==> src/rtl/count_pkg.sv <==
// Shared types and helpers for the counter monitor.
// FSM encoding, default parameters, saturating increment.
package count_pkg;

  typedef enum logic [1:0] {
    IDLE   = 2'd0,
    SYNC   = 2'd1,
    LOCKED = 2'd2,
    FAULT  = 2'd3
  } chk_state_t;

  localparam int DEF_WIDTH       = 4;
  localparam int DEF_SYNC_CYCLES = 2;
  localparam int DEF_ERR_LIMIT   = 3;
  localparam int DEF_STAT_W      = 8;

  // Increment v, sticking at max.
  function automatic logic [31:0] sat_inc(
    input logic [31:0] v,
    input logic [31:0] max
  );
    return (v >= max) ? max : v + 32'd1;
  endfunction

endpackage

==> src/rtl/count_checker_sat_counter.sv <==
// Saturating event counter with synchronous clear.
// Holds at all-ones once full.
module sat_counter
  import count_pkg::*;
#(
  parameter int W = 8
) (
  input  logic         clk,
  input  logic         rst_n,
  input  logic         inc,
  input  logic         clr,
  output logic [W-1:0] q
);

  localparam logic [31:0] MAX = 32'((64'd1 << W) - 64'd1);

  logic [W-1:0] cnt_q;
  logic [W-1:0] cnt_d;

  // Clear wins over increment.
  always_comb begin
    cnt_d = cnt_q;
    if (clr) begin
      cnt_d = '0;
    end else if (inc) begin
      cnt_d = W'(sat_inc(32'(cnt_q), MAX));
    end
  end

  // Count register.
  always_ff @(posedge clk or negedge rst_n) begin
    if (!rst_n) begin
      cnt_q <= '0;
    end else begin
      cnt_q <= cnt_d;
    end
  end

  assign q = cnt_q;

endmodule

==> config.mk <==
export PLATFORM = sky130hd
export DESIGN_NAME = sat_counter
export DESIGN_NICKNAME = d
export VERILOG_FILES = /design/src/rtl/count_pkg.sv /design/src/rtl/count_checker_sat_counter.sv
export SDC_FILE = /design/constraint.sdc
export NUM_CORES = 1
export LEC_CHECK = 0
export ABC_AREA = 1
export CORE_AREA = 2 2 39 41
export CTS_CLUSTER_DIAMETER = 100
export DETAILED_ROUTE_END_ITERATION = 12
export DIE_AREA = 0 0 41 43
export GPL_ROUTABILITY_DRIVEN = 0
export PLACE_DENSITY_LB_ADDON = 0.15
export SETUP_SLACK_MARGIN = 0.3
export SLEW_MARGIN = 40
export SYNTH_ARGS = -nofsm -noshare
export SYNTH_HDL_FRONTEND = slang
export SYNTH_SLANG_ARGS = --single-unit
==> constraint.sdc <==
create_clock -name clk -period 1.83 [get_ports clk]
set_clock_uncertainty 0.15 [all_clocks]
set_input_delay 0.549 -clock clk [delete_from_list [all_inputs] [get_ports clk]]
set_output_delay 0.549 -clock clk [all_outputs]
set_load 0.02 [all_outputs]
Word-level counts from Yosys, hierarchy flattened. Index checks and enable logic that the tools add are counted.

Add/sub/neg operators: 1. Multipliers: 0. Divide/modulo/power cells: 0. $lt $le $gt $ge: 1. Equal/unequal tests: 0. Shift operators: 0. Muxes and demuxes: 3. Bitwise gates (word level): 0. Reduce and logical (&&, ||, !) cells: 1.

Operators by type and width (number): two-way mux 8 bit (3); adder 8 x 1 -> 8 bit, second input constant (1); greater-or-equal comparator 8 bit, second input constant (1); nonzero test 2 bit (1).

Bits in registers: 8. Latch bits: 0. RAM bits: 0. Bits in read-only memories: 0. Input port bits: 4. Output and inout port bits: 8. Logic and storage cells: 7. Memories: 0.

Longest topological paths before layout. Gate-level depths: netlist of run 1.

Word-level depth: 4. Depth in mapped cells: 7. Gate-level depth less buffers: 7.

Worst setup path after synthesis of run 1. OpenSTA, ideal clock, no wires.

Kind: register -> register. From: reg cnt_q[0], in the netlist q[0]. To: reg cnt_q[0], in the netlist q[0]. Setup time: 0.118 ns. Arrival time: 1.119 ns. Required time: 1.562 ns. Path slack: 0.443 ns. Cell stages (with the launch flop): 8. Period minus slack after synthesis: 1.387 ns. Cells stage by stage: dfrtp_1 > ha_1 > nand2_1 > inv_2 > nand3_4 > nand2_1 > nand2_1 > o21ai_2.

Longest elaborated chain between the ends: 4. Elaborated cells between the ends (all ways): 5.

Ends and longest elaborated chain: start, declared (line count_checker_sat_counter.sv:17) `logic [W-1:0] cnt_q;`; start signal, assigned (line count_checker_sat_counter.sv:35) `cnt_q <= cnt_d;`; adder 8 x 1 -> 8 bit or greater-or-equal comparator 8 bit (tied branches) (line count_pkg.sv:22) `return (v >= max) ? max : v + 32'd1;`; two-way mux 8 bit (*) (line count_pkg.sv:22); two-way mux 8 bit (*) (line count_checker_sat_counter.sv:25) `end else if (inc) begin`; two-way mux 8 bit (*) (line count_checker_sat_counter.sv:23) `if (clr) begin`.

Mark *: on every way between the ends. The rest lies on a longest branch, timed or not. The select of a mux whose other input is x is not followed. A chain may end at the register's enable or synchronous reset.

Final worst setup path of run 1.
From: reg cnt_q[1], in the netlist q[1]. To: out q[1].

RTL lines: end, declared (line count_checker_sat_counter.sv:12) `output logic [W-1:0] q`.

No word-level cell between the ends.

==> flow_summary.json, run 1 <==
{
  "relSlewSlack_pct": 74.6,
  "multiInputGateArea_um2": 265,
  "num_vias": 507,
  "p_switching_uw": 93.7,
  "num_rows": 14,
  "first_pass_iters": 6,
  "die_area_mm2": 0.00176,
  "overflow": 0,
  "hold_viol_final": 0,
  "setup_viol": 0,
  "p_total_uw": 375,
  "postCtsHoldBufs": 0,
  "final-max-slew-violation-count": 0,
  "avgSynthCellArea_um2": 7.00,
  "routedWlPerCell_um": 10.2,
  "fmax_mhz": 659,
  "required_ns": 1.13,
  "fill_cells": 136,
  "initial_utilization_pct": 35.9,
  "ir_worst_vdd_uv": 414,
  "clkPwrFrac_pct": 36.5,
  "ys_seq_area_share_pct": 40.3,
  "crit_path_top_delay_cell": "dfrtp_1",
  "syn_to_final_growth_pct": 43.6,
  "path_class": "reg -> out",
  "hp-class": "reg -> reg",
  "critPathLaunchType": "flop",
  "swShare_pct": 25.0,
  "crit_chain": "buf_6",
  "hold_end": "q[1]",
  "share_seq_of_total_power_pct": 49.0,
  "grt_pass1_wl_mm": 1.91,
  "path_clk_slew_ns": 0.05,
  "drtAntennaViolNets": 0,
  "vias_per_cell": 4.53,
  "p_int_uw": 281,
  "timing.rr.end": "q[7]",
  "routed_wirelength_mm": 1.15,
  "io-pin-count": 12,
  "yosys_warnings": 0,
  "nets": 103,
  "io_buffers": 11,
  "synth_fp_nets": 76,
  "cts_sinks": 8,
  "rsz0062_at_grt": "yes",
  "r2r_start": "q[0]",
  "path_max_fanout": 4,
  "drive_gt1_share_pct": 31.3,
  "p_leak_uw": 0.000412,
  "seqCellArea_um2": 200,
  "combPwrFrac_pct": 14.5,
  "crit_arrival_ns": 0.82,
  "syn_inst": 71,
  "antenna_found_initial": 0,
  "fin_crit_sh_pct": 82.9,
  "cts_buffers": 3,
  "maxCapViolCount": 0,
  "slowest_delay_ns": 0.42,
  "pwr_density_cell_mw_per_mm2": 525,
  "grt_pass1_vias": 455,
  "dpl.hpwl_um": 859,
  "drc_errors": 0,
  "cts_tree": "built",
  "largest_register_ffs": 8,
  "crit_family": "flip-flops",
  "grt_max_degree": 9,
  "synth_area_um2": 497,
  "fin_setup_tns_ns": 0,
  "critical_path_cell_count": 1,
  "htree_levels": 1,
  "yosys.cell_types.count": 14,
  "path_buf_inv": 1,
  "fin_crit_ns": 1.52,
  "tightest_slew_ns": 0.380,
  "clock_latency_ns": 0.25,
  "yosys_register_bits": 8,
  "root_buffer": "clkbuf_4",
  "gr-usage-all-layers_pct": 15.8,
  "die_w_um": 41,
  "status": "finished clean",
  "drt_iter0_markers": 7,
  "hp-start": "q[1]",
  "critPathCaptureType": "primary output",
  "die_y_um": 43,
  "reg2reg_depth": 8,
  "core_region_area_mm2": 0.00138,
  "cts_max_path_buffers": 2,
  "rrSetupSlack_ns": 0.36,
  "insertedDiodeCount": 0,
  "hold_depth": 2
}
[layout make-up]
type | count | area share (%)
Timing Repair Buffer | 22 | 23.0
Multi-Input combinational cell | 52 | 37.2
Clock buffer | 3 | 3.16
Tap cell | 16 | 2.81
Sequential cell | 8 | 28.1
Inverter | 11 | 5.79
[cells in the final DEF (no fill, tap or decap), drive strengths merged]
master,count
clkbuf,3
nand3,11
dlymetal6s2s,2
clkdlybuf4s50,1
nand2,27
buf,19
o21ai,7
inv,11
ha,1
dfrtp,8
nor2,6
[cells by family after synthesis]
kind of cell | share of synthesized area [%]
AO/OA/AOI/OAI | 7.81
flip-flops | 40.3
adder cells (fa/ha/maj) | 2.52
AND/OR/NAND/NOR | 41.1
buffers and inverters | 8.31
[layer usage]
layer / up-vias / GRT usage (%) / part of all wire, %
met5: - / 0 / 0
met4: 0 / 6.00 / 0
met2: 12 / 26.9 / 52
li1: 274 / - / -
met1: 221 / 18.3 / 44
met3: 0 / 3.14 / 4.0
[synth_stat cells]
library cell / n / area [um2]
nand3_4: 1 / 17.5
nand3_1: 10 / 50.1
o21ai_1: 3 / 15.0
nor2_2: 1 / 6.26
o21ai_2: 1 / 8.76
nand2_2: 1 / 6.26
nor2_1: 4 / 15.0
nand2_1: 26 / 97.6
inv_1: 10 / 37.5
inv_2: 1 / 3.75
o21ai_0: 3 / 15.0
dfrtp_1: 8 / 200
ha_1: 1 / 12.5
nor2_4: 1 / 11.3
[power groups by stage]
stage,Clock (uW),Combinational [uW],Sequential (uW)
finish,137,54.3,184
global route,154,60.6,184
CTS,145,49.6,184
detailed placement,0,48.2,189
global placement,0,47.5,188
floorplan,0,15.9,193
[stage by stage]
step / instance area, um2 / instances / utilization, % / hold slack (ns) / setup slack (ns)
after global routing: 713 / 112 / 51.5 / 0.466 / 0.274
after detailed placement: 687 / 106 / 49.6 / 0.418 / 0.0160
after CTS: 679 / 110 / 49.1 / 0.431 / 0.266
final: 713 / 112 / 51.5 / 0.423 / 0.313
after floorplan: 497 / 71 / - / 0.103 / 0.443
after global placement: 687 / 106 / 49.6 / 0.415 / 0.0568
[how the worst max path moves through the flow]
stage	start	slack, ns	end
3_5_place_dp	clr	0.02	q[6]
2_1_floorplan	q[0]	0.44	q[0]
3_3_place_gp	clr	0.06	q[6]
4_1_cts	q[1]	0.27	q[1]
6_report	q[1]	0.31	q[1]
5_1_grt	q[0]	0.27	q[4]
[what timing repair did]
action | in CTS | in global routing
buffers inserted | 1 | 2
resized for setup | 33 | 6
pin swaps | 0 | 1
endpoints found under the setup margin | 9 | 9
(Power assumes the default switching activity.)
==> inputs of run 2 (changes only) <==
==> constraint.sdc (replaced) <==
create_clock -name clk -period 1.3 [get_ports clk]
set_clock_uncertainty 0.15 [all_clocks]
set_input_delay 0.39 -clock clk [delete_from_list [all_inputs] [get_ports clk]]
set_output_delay 0.39 -clock clk [all_outputs]
set_load 0.02 [all_outputs]
==> flow_summary.json, run 2 (synthesis results as in run 1) <==
{
  "layout_commonest_cell": "nand2_1",
  "postCtsHoldBufs": 0,
  "drive_gt1_share_pct": 43.9,
  "die_w_um": 41,
  "drtAntennaViolNets": 0,
  "die_y_um": 43,
  "drc_errors": 0,
  "cts_sinks": 8,
  "clock_latency_ns": 0.26,
  "die_area_mm2": 0.00176,
  "hp-class": "in -> async",
  "fin_setup_tns_ns": -0.840,
  "fin_ws_ns": -0.0751,
  "ir_worst_vdd_uv": 582,
  "fin_crit_ns": 1.38,
  "setup_viol": 16,
  "grt_max_degree": 9,
  "fill_cells": 120,
  "num_vias": 547,
  "htree_levels": 1,
  "vias_per_cell": 4.80,
  "routed_wirelength_mm": 1.26,
  "rsz0062_at_grt": "yes",
  "final_cell_mix": "25 x nand2_1, 10 x inv_1, 9 x buf_4, 8 x buf_6",
  "tightest_slew_ns": 0.226,
  "instances_no_fill": 114,
  "place_inst": 110,
  "cts_buffers": 3,
  "maxCapViolCount": 0,
  "status": "finished, violations left",
  "fin_crit_sh_pct": 106,
  "io-pin-count": 12,
  "path_clk_slew_ns": 0.07,
  "gr-usage-all-layers_pct": 18.8,
  "io_buffers": 11,
  "final_util_pct": 59.5,
  "cts_tree": "built",
  "grt_pass1_wl_mm": 2.25,
  "overflow": 0,
  "drt_iter0_markers": 9,
  "routedWlPerCell_um": 11.1,
  "fmax_mhz": 727,
  "path_class": "reg -> reg",
  "root_buffer": "clkbuf_4",
  "initial_utilization_pct": 35.9,
  "dpl.hpwl_um": 934,
  "path_max_fanout": 7,
  "violations": "negative setup slack",
  "crit_arrival_ns": 1.39,
  "num_rows": 14,
  "p_leak_uw": 0.000433,
  "syn_to_final_growth_pct": 65.7,
  "grt_pass1_vias": 557,
  "final-max-slew-violation-count": 0,
  "required_ns": 1.31,
  "cts_max_path_buffers": 2,
  "critPathCaptureType": "flop",
  "pwr_density_cell_mw_per_mm2": 701,
  "antenna_found_initial": 0,
  "first_pass_iters": 4,
  "hold_viol_final": 0,
  "critPathLaunchType": "flop",
  "insertedDiodeCount": 0,
  "largest_register_ffs": 8,
  "relSlewSlack_pct": 84.9,
  "core_region_area_mm2": 0.00138,
  "nets": 104,
  "holdWs_ns": 0.286
}
[run 2: changes by cell type in the layout (fill, tap and decap cells not counted), moves of 2 or more]
| cell | before | now |
|---|---|---|
| nand3_1 | 10 | 7 |
| dfrtp_1 | 8 | 1 |
| buf_6 | 1 | 8 |
| buf_2 | 7 | 2 |
| dfrtp_2 | 0 | 7 |
| buf_4 | 11 | 9 |
| nand3_2 | 0 | 3 |
[run 2: cell type report]
type / count / area [um2] / share of cell area [%]
Tap cell: 16 / 20.0 / 2.43
Timing Repair Buffer: 23 / 220 / 26.7
Inverter: 11 / 46.3 / 5.62
Multi-Input combinational cell: 52 / 302 / 36.6
Clock buffer: 4 / 26.3 / 3.19
Sequential cell: 8 / 209 / 25.4
[run 2: stage by stage]
step | area [um2] | worst slack [ns] | total power, uW
final | 823 | -0.0751 | 577
after global routing | 823 | -0.163 | 592
after CTS | 801 | -0.0656 | 573
after detailed placement | 766 | -0.384 | 355
after global placement | 766 | -0.355 | 354
after floorplan | 533 | 0.0108 | 300
[run 2: final timing paths]
kind                            slack, ns  start  cells after the start    to
worst max-delay path                -0.08   q[0]                      8  q[5]
min in group clk                     0.33    inc                      4  q[4]
worst min register to register       0.48   q[4]                      3  q[4]
worst min-delay path                 0.29  rst_n                      2  q[3]
max in group asynchronous            0.60  rst_n                      2  q[0]
worst max register to register      -0.08   q[0]                      8  q[5]
[run 2: critical path, stage by stage (launching register included)]
cell and delay [ns]:
dfrtp_2 0.41, buf_6 0.13, ha_4 0.16, nand2_4 0.07, inv_6 0.05, nand3_4 0.12, nand3_1 0.09, nand2_1 0.06
nand2_1 0.04
[run 2: power by group]
group          total [uW]  internal [uW]  switching, uW
Combinational        93.9           46.2           47.7
Clock                 225            119            106
Sequential            258            255           3.42
Total                 577            420            157
[run 2: what timing repair did]
action,4_1_cts,5_1_grt
setup endpoints to repair,16,16
hold endpoints to repair,0,0
cloned,0,0
gates resized for setup,47,6
pin swaps,4,1
setup buffers,0,0
[run 2: routing by layer]
metal / vias to the layer above / global-route usage [%] / routed length, um
met5: - / 0 / 0
met4: 0 / 10.0 / 29
met3: 4 / 3.66 / 48
met2: 10 / 29.1 / 664
met1: 257 / 23.5 / 522
li1: 276 / - / -
==> inputs of run 3 (changes only) <==
--- a/config.mk
+++ b/config.mk
@@ -17,3 +17,4 @@
 export SYNTH_ARGS = -nofsm -noshare
 export SYNTH_HDL_FRONTEND = slang
 export SYNTH_SLANG_ARGS = --single-unit
+export TNS_END_PERCENT = 100
==> results of run 3 <==
The final DEF is identical to that of run 2; final timing and power are the same.
